**src/rtl/fece_seq_divider.sv**
```systemverilog
// fece_seq_divider: iterative restoring divider, one quotient bit per cycle.
// Undoes the 3x3 exact multiplier: 6-bit product / 3-bit factor -> 6-bit
// quotient plus 3-bit remainder, with a start/busy/done handshake.
module fece_seq_divider #(
    parameter int DIVIDEND_W = 6,
    parameter int DIVISOR_W  = 3
) (
    input  logic                  clk,
    input  logic                  rst,
    input  logic                  start,
    input  logic [DIVIDEND_W-1:0] dividend,
    input  logic [DIVISOR_W-1:0]  divisor,
    output logic                  busy,
    output logic                  done,
    output logic [DIVIDEND_W-1:0] quotient,
    output logic [DIVISOR_W-1:0]  remainder,
    output logic                  div_by_zero
);

    localparam int CNT_W = $clog2(DIVIDEND_W + 1);

    typedef enum logic [1:0] {
        IDLE = 2'd0,
        CALC = 2'd1,
        DONE = 2'd2
    } state_t;

    state_t state;
    state_t state_next;

    logic [DIVIDEND_W-1:0] dvd_sr;
    logic [DIVIDEND_W-1:0] quo_sr;
    logic [DIVIDEND_W-1:0] quo_next;
    logic [DIVISOR_W:0]    partial_rem;
    logic [DIVISOR_W:0]    trial;
    logic [DIVISOR_W:0]    rem_next;
    logic [DIVISOR_W:0]    divisor_ext;
    logic [DIVISOR_W-1:0]  divisor_reg;
    logic [CNT_W-1:0]      count;
    logic                  accept;
    logic                  ge;
    logic                  last_step;

    // One restoring step: shift in the next dividend bit, subtract if it fits.
    // The shift discards the partial remainder MSB, which is always zero
    // because the remainder stays below the divisor.
    always_comb begin
        accept      = start && ((state == IDLE) || (state == DONE));
        divisor_ext = {1'b0, divisor_reg};
        trial       = (partial_rem << 1) | (DIVISOR_W + 1)'(dvd_sr[DIVIDEND_W-1]);
        ge          = (trial >= divisor_ext);
        rem_next    = ge ? (trial - divisor_ext) : trial;
        quo_next    = (quo_sr << 1) | DIVIDEND_W'(ge);
        last_step   = (count == CNT_W'(1));
    end

    // State register.
    always_ff @(posedge clk) begin
        if (rst) begin
            state <= IDLE;
        end else begin
            state <= state_next;
        end
    end

    // Next-state and handshake outputs; DONE accepts a new start like IDLE.
    always_comb begin
        state_next = state;
        busy       = 1'b0;
        done       = 1'b0;
        case (state)
            IDLE, DONE: begin
                done = (state == DONE);
                if (start) begin
                    state_next = (divisor == '0) ? DONE : CALC;
                end else begin
                    state_next = IDLE;
                end
            end
            CALC: begin
                busy = 1'b1;
                if (last_step) begin
                    state_next = DONE;
                end
            end
            default: begin
                state_next = IDLE;
            end
        endcase
    end

    // Datapath: operand capture, iteration registers and held results.
    always_ff @(posedge clk) begin
        if (rst) begin
            dvd_sr      <= '0;
            quo_sr      <= '0;
            partial_rem <= '0;
            divisor_reg <= '0;
            count       <= '0;
            quotient    <= '0;
            remainder   <= '0;
            div_by_zero <= 1'b0;
        end else if (accept) begin
            if (divisor == '0) begin
                quotient    <= '1;
                remainder   <= '0;
                div_by_zero <= 1'b1;
            end else begin
                dvd_sr      <= dividend;
                quo_sr      <= '0;
                partial_rem <= '0;
                divisor_reg <= divisor;
                count       <= CNT_W'(DIVIDEND_W);
            end
        end else if (state == CALC) begin
            dvd_sr      <= dvd_sr << 1;
            quo_sr      <= quo_next;
            partial_rem <= rem_next;
            count       <= count - CNT_W'(1);
            if (last_step) begin
                quotient    <= quo_next;
                remainder   <= rem_next[DIVISOR_W-1:0];
                div_by_zero <= 1'b0;
            end
        end
    end

endmodule

```
**config.mk**
```make
export PLATFORM = sky130hd
export DESIGN_NAME = fece_seq_divider
export DESIGN_NICKNAME = d
export VERILOG_FILES = /design/src/rtl/fece_seq_divider.sv
export SDC_FILE = /design/constraint.sdc
export NUM_CORES = 1
export LEC_CHECK = 0
export CAP_MARGIN = 10
export CORE_MARGIN = 4
export CORE_UTILIZATION = 30
export CTS_BUF_LIST = sky130_fd_sc_hd__clkbuf_4 sky130_fd_sc_hd__clkbuf_8 sky130_fd_sc_hd__clkbuf_16
export DETAILED_ROUTE_END_ITERATION = 10
export PLACE_DENSITY_LB_ADDON = 0.25
export SKIP_LAST_GASP = 1
export SLEW_MARGIN = 20
export SYNTH_ARGS = -nofsm -noshare
export SYNTH_HDL_FRONTEND = slang
export SYNTH_SLANG_ARGS = --single-unit
```
**constraint.sdc**
```tcl
create_clock -name clk -period 2 [get_ports clk]
set_input_delay 0.4 -clock clk [delete_from_list [all_inputs] [get_ports clk]]
set_output_delay 0.4 -clock clk [all_outputs]
set_load 0.01 [all_outputs]
```
==> results.py <==
metrics = {
    "power_and_ir_drop": {
        "post-layout-total-power_uw": 1700,
        "static-leakage-power_uw": 0.000735,
        "p_per_area_mw_per_mm2": 876,
        "ir_drop_mv": 0.447,
    },
    "setup_path": {
        "critPathMaxFanout": 7,
        "worstSetupPathType": "reg2out",
        "endpoint_kind": "primary output",
        "worstPathCellList": "nand2b_1, inv_1, clkdlybuf4s50_1",
        "longest_individual_stage_delay_on_the_worst_path_ns": 0.54,
        "cp_data_arrival_time_ns": 1.50,
        "critPathRequiredTime_ns": 1.60,
        "crit_path_top_delay_cell": "sky130_fd_sc_hd__clkdlybuf4s50_1",
        "r2r_end": "partial_rem[1]",
        "timing.critical_path.max_delay_family": "buffers and inverters",
        "cp-start-kind": "flop",
        "critPathBufInv": 2,
        "worst_r2r_startpoint": "dvd_sr[5]",
        "timing.reg2reg.setup_slack_ns": 0.14,
        "worstRegToRegCells": 7,
    },
    "sta": {
        "relSlewSlack_pct": 71.3,
        "period_share_pct": 94.9,
        "report.final.hold_viol_count": 0,
        "unrepaired_setup_endpoints_after_global_routing": "false",
        "layout_min_cycle_time_ns": 1.90,
        "setup_viol_count_final": 0,
        "drv_slew": 0,
        "timing.setup.tns_ns": 0,
        "fmax_mhz": 527,
        "timing_worst_slew_pin_value_ns": 0.430,
        "worst_hold_slack_ns": 0.461,
        "finalClockSkew_ns": 0.00273,
    },
    "floorplan": {
        "die_h_um": 77.9,
        "floorplan.core_area_mm2": 0.00472,
        "die_footprint_mm2": 0.00608,
        "std_cell_rows": 25,
        "dieWidth_um": 77.9,
        "ios": 24,
        "start_util_pct": 31.1,
    },
    "cells_and_area": {
        "areaGrowthSynthToFinish_pct": 32.0,
        "finalInstanceArea_mm2": 0.00194,
        "finalNetCount": 215,
        "reg_top3": "dvd_sr: 6 flops, quotient: 6 flops, quo_sr: 5 flops",
        "share_of_post_route_cells_with_drive_strength_above_1_pct": 13.6,
        "fin_util_pct": 41.0,
        "num_antenna_cells": 0,
    },
    "logic_synthesis": {
        "yosysUniqueCellTypes": 38,
        "yosys-top-cells-count": "32 x sky130_fd_sc_hd__dfxtp_1, 23 x sky130_fd_sc_hd__nor2_1, 12 x sky130_fd_sc_hd__nor3_1, 10 x sky130_fd_sc_hd__a21oi_1, 10 x sky130_fd_sc_hd__inv_1",
        "ys_top_cells_by_area": "sky130_fd_sc_hd__dfxtp_1 44%, sky130_fd_sc_hd__nor2_1 5.9%, sky130_fd_sc_hd__ha_1 4.3%, sky130_fd_sc_hd__nor3_1 4.1%, sky130_fd_sc_hd__a21oi_1 3.4%",
        "netlist.area_leader.share_pct": 43.6,
        "postSynthRegisterBits": 32,
        "seq_area_frac_synth_pct": 43.6,
        "yosys.area.top_type": "sky130_fd_sc_hd__dfxtp_1",
        "synth_enable_flop_cells": 0,
        "synth-async-reset-ratio_pct": 0,
        "synth_nets": 187,
        "post-synth-top-count-cell": "sky130_fd_sc_hd__dfxtp_1",
        "synthCells": 169,
        "yosys_warnings": 0,
        "synthesis.area_mm2": 0.00147,
        "synth-main-ff-cell": "sky130_fd_sc_hd__dfxtp_1",
        "synth_area_per_inst_um2": 8.68,
    },
    "global_route": {
        "grt_pass1_vias": 1206,
        "overflow": 0,
        "grt_pass1_wl_um": 5690,
        "grt_start_max_net_pins": 24,
        "grtUsageTotal_pct": 11.9,
        "antenna_found_initial": 0,
    },
    "placement": {
        "routability_congestion_estimate": 0.807,
        "placedInstanceArea_mm2": 0.00179,
        "port_buffers": 23,
        "dp_hpwl_um": 2340,
    },
    "clock_tree": {
        "cts.root.buffer_cell": "sky130_fd_sc_hd__clkbuf_8",
        "h-tree-depth": 2,
        "cts_hold_buffers": 0,
        "clkLatencyLatePin_ns": 0.29,
        "cts_inserted_buffers": 5,
        "cts.sink_count": 32,
        "tritoncts": "done",
        "worst_setup_hold_path_clk_slew_ns": 0.07,
        "clock_path_buffers": 2,
    },
    "detailed_routing": {
        "detailroute.via_count": 1238,
        "routed-wl-met2_um": 1480,
        "drtIter0Drc": 65,
        "met3RoutedLength_um": 155,
        "wirelength_um": 3290,
        "top_layer_used_by_detailed_routing": "met4",
        "routed_via_density": 4.67,
        "post_drt_wl_per_cell_um": 12.4,
        "wl_met1_um": 1600,
        "post-route-drc-count": 0,
        "antenna_left": 0,
        "dr.pass1.iters": 4,
    },
    "outcome": {
        "status": "complete, no violations",
    },
    "worst_hold_path": {
        "min_delay_worst_endpoint": "remainder[0]",
        "min_from": "remainder[0]",
        "min_path_cells": 2,
        "min-delay-path-class": "reg2reg",
    },
    "run": {
        "max-cap-violations": 0,
    },
}
[stage by stage]
step           setup slack, ns  instances
2_1_floorplan            0.203        169
3_3_place_gp             0.110        256
4_1_cts                 0.0392        264
5_1_grt                 0.0300        265
3_5_place_dp            0.0642        256
6_report                 0.103        265
[worst register-to-register path, stage by stage, from the launching register on]
cell and delay, ns:
sky130_fd_sc_hd__dfxtp_2 0.35, sky130_fd_sc_hd__inv_1 0.06, sky130_fd_sc_hd__ha_1 0.21, sky130_fd_sc_hd__fa_1 0.40
sky130_fd_sc_hd__nand2b_4 0.17, sky130_fd_sc_hd__nand3b_1 0.11, sky130_fd_sc_hd__mux2_2 0.34, sky130_fd_sc_hd__o21ai_0 0.15
[final cells by class]
| class | instances | area, um2 |
|---|---|---|
| multi-input cells | 115 | 742 |
| well taps | 67 | 83.8 |
| flip-flops and latches | 32 | 642 |
| clock buffers | 7 | 96.3 |
| clock inverters | 1 | 30.0 |
| inverters | 10 | 37.5 |
| repair buffers | 33 | 305 |
| fillers | 484 | 2790 |
[worst max-delay path by stage]
| stage | to | startpoint | cells past startpoint | slack (ns) |
|---|---|---|---|---|
| 5_1_grt | busy | state[0] | 3 | 0.03 |
| 3_3_place_gp | remainder[1] | dvd_sr[5] | 7 | 0.11 |
| 3_5_place_dp | remainder[1] | dvd_sr[5] | 7 | 0.06 |
| 2_1_floorplan | remainder[1] | dvd_sr[5] | 7 | 0.20 |
| 6_report | busy | state[0] | 3 | 0.10 |
| 4_1_cts | partial_rem[1] | dvd_sr[5] | 7 | 0.04 |
[timing repair]
item                                    4_1_cts  5_1_grt
endpoints found under the setup margin        0        2
buffers inserted                              0        1
gates resized for setup                       0        2
[placed cells by master (no fill, tap or decap), types with 3 or more instances in the layout]
cell type / instances
sky130_fd_sc_hd__mux2i_1: 5
sky130_fd_sc_hd__nand3_1: 6
sky130_fd_sc_hd__nand2_1: 9
sky130_fd_sc_hd__a21oi_1: 10
sky130_fd_sc_hd__ha_1: 5
sky130_fd_sc_hd__clkdlybuf4s50_1: 23
sky130_fd_sc_hd__buf_4: 10
sky130_fd_sc_hd__a22oi_1: 4
sky130_fd_sc_hd__dfxtp_1: 31
sky130_fd_sc_hd__nor3_1: 12
sky130_fd_sc_hd__inv_1: 10
sky130_fd_sc_hd__clkbuf_8: 7
sky130_fd_sc_hd__nor2_1: 23
sky130_fd_sc_hd__nand2b_1: 4
sky130_fd_sc_hd__a211oi_2: 3
sky130_fd_sc_hd__o21ai_0: 3
sky130_fd_sc_hd__nor2b_1: 4
sky130_fd_sc_hd__a211oi_1: 4
[per-layer routing]
| layer | track usage, % | up-vias |
|---|---|---|
| met5 | 0 | - |
| met4 | 5.77 | 0 |
| met3 | 3.94 | 5 |
| met2 | 18.5 | 27 |
| met1 | 14.8 | 562 |
| li1 | - | 644 |
[report_power, final]
group | total (uW) | switching [uW] | internal [uW]
registers | 709 | 29.9 | 679
logic | 299 | 147 | 152
clock network | 689 | 250 | 440
total | 1700 | 427 | 1270
[cell families after synthesis]
logic type / after synthesis / synth area share, %
xor+xnor: 1 / 0.597
mux: 6 / 4.18
compound gates: 32 / 15.9
buf+inv: 22 / 6.31
flops: 32 / 43.6
fa+ha+maj: 6 / 5.63
simple gates: 70 / 23.7
Note: power is estimated with default switching activity, not from simulation.
==> RTL change 1: new RTL, config.mk and constraints unchanged <==
Change the parameter `DIVIDEND_W` from 6 to 8.
--- a/src/rtl/fece_seq_divider.sv
+++ b/src/rtl/fece_seq_divider.sv
@@ -4,3 +4,3 @@
 module fece_seq_divider #(
-    parameter int DIVIDEND_W = 6,
+    parameter int DIVIDEND_W = 8,
     parameter int DIVISOR_W  = 3
Ports: changed (resized dividend and quotient); port bits go from 24 to 28. No check against the original RTL was run, so the function may have changed too.
==> RTL change 1 against the original RTL <==
  * Count of clock-buffer cells in the layout stayed put
  * Core utilization grew 0.25 points
  * Power up 6.4%
  * Sequential cell count rose by 7
  * Worst setup slack improved by 25 ps
  * Non-clock buffer count rose by 13
  * Design area increased by 19%
  * Routed wire length grew 25%
  * Area after synthesis grew 18%
  * Critical endpoint is now remainder[0]$_SDFFE_PP0P_
  * Highest routed layer unchanged
==> RTL change 1: results (changes against the original RTL) <==
- The flow ran to the end, and the final reports show no timing, DRC or antenna violations.
- The sum of overflow across all layers after global routing is 0 (unchanged).
- The fraction of final layout cells sized beyond drive strength 1 came to 14.7% (+1.1 points).
- The last weighted congestion value of the routability-driven placer was 0.827 (+2.6%).
- Sorting the synthesized cells by area gives the leading types as dfxtp_1 45%, nor2_1 6.5%, nor3_1 5.5%.
- The slew at the pin closest to its max-slew limit is 476 ps (+45.6 ps).
- The largest registers in the layout are dvd_sr: 8 flops, quotient: 8 flops, quo_sr: 7 flops.
- In the synthesized netlist, the cells that appear most often are 39 x dfxtp_1, 30 x nor2_1, 25 x nand2_1.
- The first-pass GRT wire length came to 7000 µm (+23%).
- The number of CTS-inserted buffers is 5 (unchanged).
- The leakage power of the design is 0.000853 µW (+16%).
- The data arrival time at the worst-slack endpoint is 2050 ps (+550 ps).
- In the synthesized netlist the dominant register cell turns out to be dfxtp_1.
- The final setup skew is 3.75 ps (+1.01 ps).
- The average wire length per cell after detail routing is 13.0 µm (+4.9%).
- The CTS H-tree depth is 2 (unchanged).
- The count of TritonRoute iterations in the first routing pass is 4 (unchanged).
- The final count of pins violating max slew is 0 (unchanged).
- The via density per instance was 4.78 (+2.3%).
- The number of nets in the synthesized netlist was 226 (+21%).
- The post-detailed-placement half-perimeter wirelength is 2810 µm (+20%).
- The total of warnings raised by yosys is 0 (unchanged).
- The initial antenna violation count is 0 (unchanged).
- The clock latency reported for the late side of the worst-skew pair is around 300 ps.
- The number of buffer cells added on primary ports came to 27 (+17%).
- The first-iteration detailed-routing DRC count is 51 (-22%).
- The number of nets at the end of the flow is 264 (+23%).
- The number of global-route vias before repair is 1503 (+25%).
- The register area share after synthesis is 44.9% (+1.3 points).
- The clock tree root buffer cell is clkbuf_8.
- The maximum root-to-sink buffer count came to 2 (unchanged).
- The count of antenna diodes in the layout is 0 (unchanged).
- The arithmetic-cell share of the synthesized area counting full adders, half adders and majority gates is 4.75% (-0.87 points).
- The number of different library cells in the post-synthesis netlist was 37 (-2.6%).
- After clock tree synthesis, the clock-pin slew on the worst setup and hold paths is ~80 ps.
- The largest net degree at the start of global routing was 28 (+17%).
- The combined global-route utilization of all metal layers is 12.2% (+0.28 points).
- The synthesized-area fraction occupied by ao, oa, aoi and oai cells is 15.6% (-0.32 points).
- The largest vdd supply drop was 242 µV (-46%).
- The number of fill cells in the layout is 583 (+20%).
- The async set-or-reset flop fraction in the synthesized netlist came to 0% (unchanged).
- The share of the synthesized netlist area taken by xor and xnor gates is 1.01% (+0.41 points).
- The largest driver fanout on the critical path came to 3 (-4).
- The share of cell area taken by muxes after synthesis is 0.648% (-3.5 points).
- The path class of the lowest-slack min-delay path is reg -> reg.
-- RTL change 1: cell count changes after synthesis, sizes merged, moves of 2 or more --
| cell | before | now |
|---|---|---|
| a211oi | 7 | 0 |
| nand2 | 9 | 25 |
| clkbuf | 5 | 7 |
| inv | 10 | 8 |
| mux2i | 5 | 0 |
| nor3 | 13 | 19 |
| o21ai | 3 | 1 |
| dfxtp | 32 | 39 |
| nand2b | 5 | 7 |
| nor2 | 23 | 30 |
| o31ai | 0 | 2 |
| a311oi | 0 | 7 |
| a21oi | 10 | 12 |
-- RTL change 1: final cells by class --
cell class | count | share of cell area, %
clock buffers | 7 | 3.65
clock inverters | 1 | 0.218
inverters | 8 | 1.31
multi-input cells | 144 | 37.4
flip-flops and latches | 39 | 33.9
well taps | 72 | 3.92
repair buffers | 46 | 19.6
-- RTL change 1: layer usage --
layer | vias to the layer above | wire length [µm] | track usage [%]
met2 | 24 | 1870 | 19.4
met3 | 6 | 171 | 3.65
li1 | 785 | - | -
met1 | 700 | 2010 | 15.3
met4 | 0 | 79 | 5.26
met5 | - | 0 | 0
-- RTL change 1: path summary, 6_finish.rpt --
kind                               start  cells after the start  slack, ps                   endpoint
setup / recovery  dvd_sr[7]$_SDFFE_PP0P_                      8        130  remainder[0]$_SDFFE_PP0P_
hold / removal    dvd_sr[0]$_SDFFE_PP0P_                      2        470     dvd_sr[0]$_SDFFE_PP0P_
setup reg to reg  dvd_sr[7]$_SDFFE_PP0P_                      8        130  remainder[0]$_SDFFE_PP0P_
hold reg to reg   dvd_sr[0]$_SDFFE_PP0P_                      2        470     dvd_sr[0]$_SDFFE_PP0P_
-- RTL change 1: logic make-up (layout without fill, tap and decap cells) --
kind of cell	count (synthesis)	in the layout
multiplexers	1	1
AND/OR/NAND/NOR	100	100
AO/OA/AOI/OAI	35	35
adder cells (fa/ha/maj)	6	6
XOR/XNOR	2	2
flip-flops	39	39
buffers and inverters	23	62
-- RTL change 1: what timing repair did --
item | in CTS | in global routing
gates resized for setup | 0 | 3
setup endpoints to repair | 0 | 3
setup buffers | 0 | 1
-- RTL change 1: report_power, final --
group          internal, µW  switching [µW]
Clock                   272             283
Sequential              828            32.1
Combinational           195             195
-- RTL change 1: critical path: stages, from the launching register on --
cell and delay, ps:
dfxtp_1 330, inv_1 80, ha_1 220, fa_2 340, buf_4 140, nand2b_1 60, a2111oi_0 80, nor3_1 380
o32ai_2 120
-- RTL change 1: metrics by stage --
stage | area [µm²] | total power (µW) | cells | setup slack (ps)
floorplan | 1740 | 1100 | 206 | 144
global placement | 2190 | 1250 | 308 | 69.7
detailed placement | 2190 | 1260 | 308 | 29.7
CTS | 2280 | 1810 | 316 | 45.3
global route | 2300 | 1910 | 317 | 36.4
finish | 2300 | 1810 | 317 | 127
==> RTL change 2: new RTL, same settings <==
Made on the original files. Add an input register stage for `start`, `dividend` and `divisor`, without a reset; this delays them by one clock.
--- a/src/rtl/fece_seq_divider.sv
+++ b/src/rtl/fece_seq_divider.sv
@@ -27,2 +27,12 @@
 
+    logic start_q;
+    logic [DIVIDEND_W-1:0] dividend_q;
+    logic [DIVISOR_W-1:0] divisor_q;
+
+    always_ff @(posedge clk) begin
+        start_q    <= start;
+        dividend_q <= dividend;
+        divisor_q  <= divisor;
+    end
+
     state_t state;
@@ -47,3 +57,3 @@
     always_comb begin
-        accept      = start && ((state == IDLE) || (state == DONE));
+        accept      = start_q && ((state == IDLE) || (state == DONE));
         divisor_ext = {1'b0, divisor_reg};
@@ -73,4 +83,4 @@
                 done = (state == DONE);
-                if (start) begin
-                    state_next = (divisor == '0) ? DONE : CALC;
+                if (start_q) begin
+                    state_next = (divisor_q == '0) ? DONE : CALC;
                 end else begin
@@ -103,3 +113,3 @@
         end else if (accept) begin
-            if (divisor == '0) begin
+            if (divisor_q == '0) begin
                 quotient    <= '1;
@@ -108,6 +118,6 @@
             end else begin
-                dvd_sr      <= dividend;
+                dvd_sr      <= dividend_q;
                 quo_sr      <= '0;
                 partial_rem <= '0;
-                divisor_reg <= divisor;
+                divisor_reg <= divisor_q;
                 count       <= CNT_W'(DIVIDEND_W);
Check against the original RTL: not equivalent (Yosys sat finds a counterexample within 4 cycles, from zero or initial values and one cycle with rst high).
==> RTL change 2 against the original RTL <==
  * Global-route usage fell by 0.81 points
  * Via count rose by 2.2%
  * Critical path depth rose by 4
  * Routed wire length rose by 0.67%
  * First-iteration DRC count fell by 35%
  * Highest routed layer unchanged
  * Sequential cell count rose by 10
  * Critical path type is now reg -> reg
  * Worst setup slack improved by 42 ps
  * Power rose by 10%
  * Count of clock-buffer cells in the layout fell by 1
  * Design area rose by 8.0%
  * Area after synthesis rose by 13%
==> RTL change 2: results (changes against the original RTL) <==
- The end of the worst register-to-register path is partial_rem[0]$_SDFFE_PP0P_.
- The number of global-route vias before repair is 1229 (+1.9%).
- The average wire length per cell after detail routing is 12.0 µm (-3.0%).
- The final setup skew is 5.97 ps (+3.23 ps).
- The cell count after placement is 267 (+4.3%).
- The layout multi-input combinational cell count is 117 (+1.7%).
- The number of clock-tree buffers in the layout is 6 (-1).
- The area taken by flip-flops and latches is 841 µm² (+31%).
- By count the netlist is led by 42 x dfxtp_1, 24 x nor2_1, 13 x nor3_1.
- The register area share after synthesis was 50.8% (+7.1 points).
- The multi-input gate area in the final layout came to 737 µm² (-0.67%).
- The slew at the pin closest to its max-slew limit is 519 ps (+88.4 ps).
- The largest vdd supply drop is 370 µV (-17%).
- The number of nets in the synthesized netlist came to 196 (+4.8%).
- The detailed route wirelength on metal3 is 166 µm (+7.1%).
- The clock sink count is 42 (+31%).
- The met2 usage is 17.0% (-1.5 points).
- The number of signal-net inverters in the final layout is 8 (-2).
- The arithmetic-cell share of the synthesized area counting full adders, half adders and majority gates is 4.98% (-0.64 points).
- The worst-case hold slack is 470 ps (+9.14 ps).
- The total met2 wirelength after detailed routing was 1460 µm (-1.4%).
- The first-iteration detailed-routing DRC count was 42 (-35%).
- The worst reg-to-reg setup slack is around 140 ps.
- The total length of routed wires is 3310 µm (+0.67%).
- The met3 usage is 3.47% (-0.47 points).
- The post-detailed-placement half-perimeter wirelength is 2350 µm (+0.71%).
- The combined global-route utilization of all metal layers is 11.1% (-0.81 points).
- The uppermost signal routing layer after detailed routing is met4.
- The number of fill cells in the layout is 541 (+12%).
- The fraction of final layout cells sized beyond drive strength 1 is 10.7% (-2.9 points).
- The synthesized-area fraction occupied by ao, oa, aoi and oai cells is 13.5% (-2.4 points).
- The share of cell area taken by muxes after synthesis was 3.63% (-0.55 points).
- The area fraction of clock buffers and clock inverters is 5.44% (-1.1 points).
- The number of different library cells in the post-synthesis netlist is 34 (-11%).
- In the final layout, the registers with the most flip-flops are dividend_q: 6 flops, dvd_sr: 6 flops, quotient: 6 flops.
- The area of placed instances is 0.00197 mm² (+9.8%).
- The global-route met1 utilization is 14.3% (-0.51 points).
- The first-pass GRT wire length is 5670 µm (-0.37%).
- The largest net degree at the start of global routing is 18 (-25%).
- The leakage power of the design is 0.000796 µW (+8.2%).
- The path with the worst hold slack has its endpoint at remainder[2]$_SDFFE_PP0P_.
- The flow ran to the end, and the final reports show no timing, DRC or antenna violations.
- The met1 wire length came to 1640 µm (+2.4%).
- The final-layout non-clock buffer area share is 13.5% (-2.2 points).
- The average footprint of a synthesized cell is 9.31 µm² (+7.2%).
- After synthesis, the cell types taking the most area are dfxtp_1 51%, nor2_1 5.4%, nor3_1 3.9%.
- The number of nets at the end of the flow is 222 (+3.3%).
- In this run the worst hold path is classified as reg -> reg.
- The number of buffers outside the clock class in the layout is 30 (-9.1%).
- The share of the synthesized netlist area taken by xor and xnor gates came to 0.529% (-0.068 points).
- The most critical setup path has its startpoint at dvd_sr[5]$_SDFFE_PP0P_.
[RTL change 2: cell types whose count changed in the layout (fill, tap and decap cells not counted), moves of 2 or more]
cell      delta
dfxtp_1     +11
buf_4        -3
a21oi_1      +2
clkbuf_8     -2
inv_1        -2
nand2_1      +2
nand3_1      +2
nand4b_1     +2
[RTL change 2: critical path, cell delays in order, from the launching register on]
cell and delay, ps:
dfxtp_1 370, inv_1 60, ha_1 210, fa_1 400, nand2b_1 200, a21oi_1 150
nor2_1 80, o41ai_1 290
[RTL change 2: timing repair]
item,4_1_cts,5_1_grt
setup endpoints to repair,0,1
setup buffers,0,0
resized for setup,0,1
[RTL change 2: power by group]
group          switching (µW)  total [µW]  internal (µW)
Combinational             145         281            135
Sequential               31.8         920            888
Clock                     282         668            386
[RTL change 2: metrics by stage]
step                      setup slack (ps)  total power, µW  util, %
after global routing                  17.9             1970     39.9
final                                  144             1870     39.9
after detailed placement               145             1220     37.6
after floorplan                        303             1130        -
after global placement                 215             1220     37.6
after CTS                              116             1900     39.8
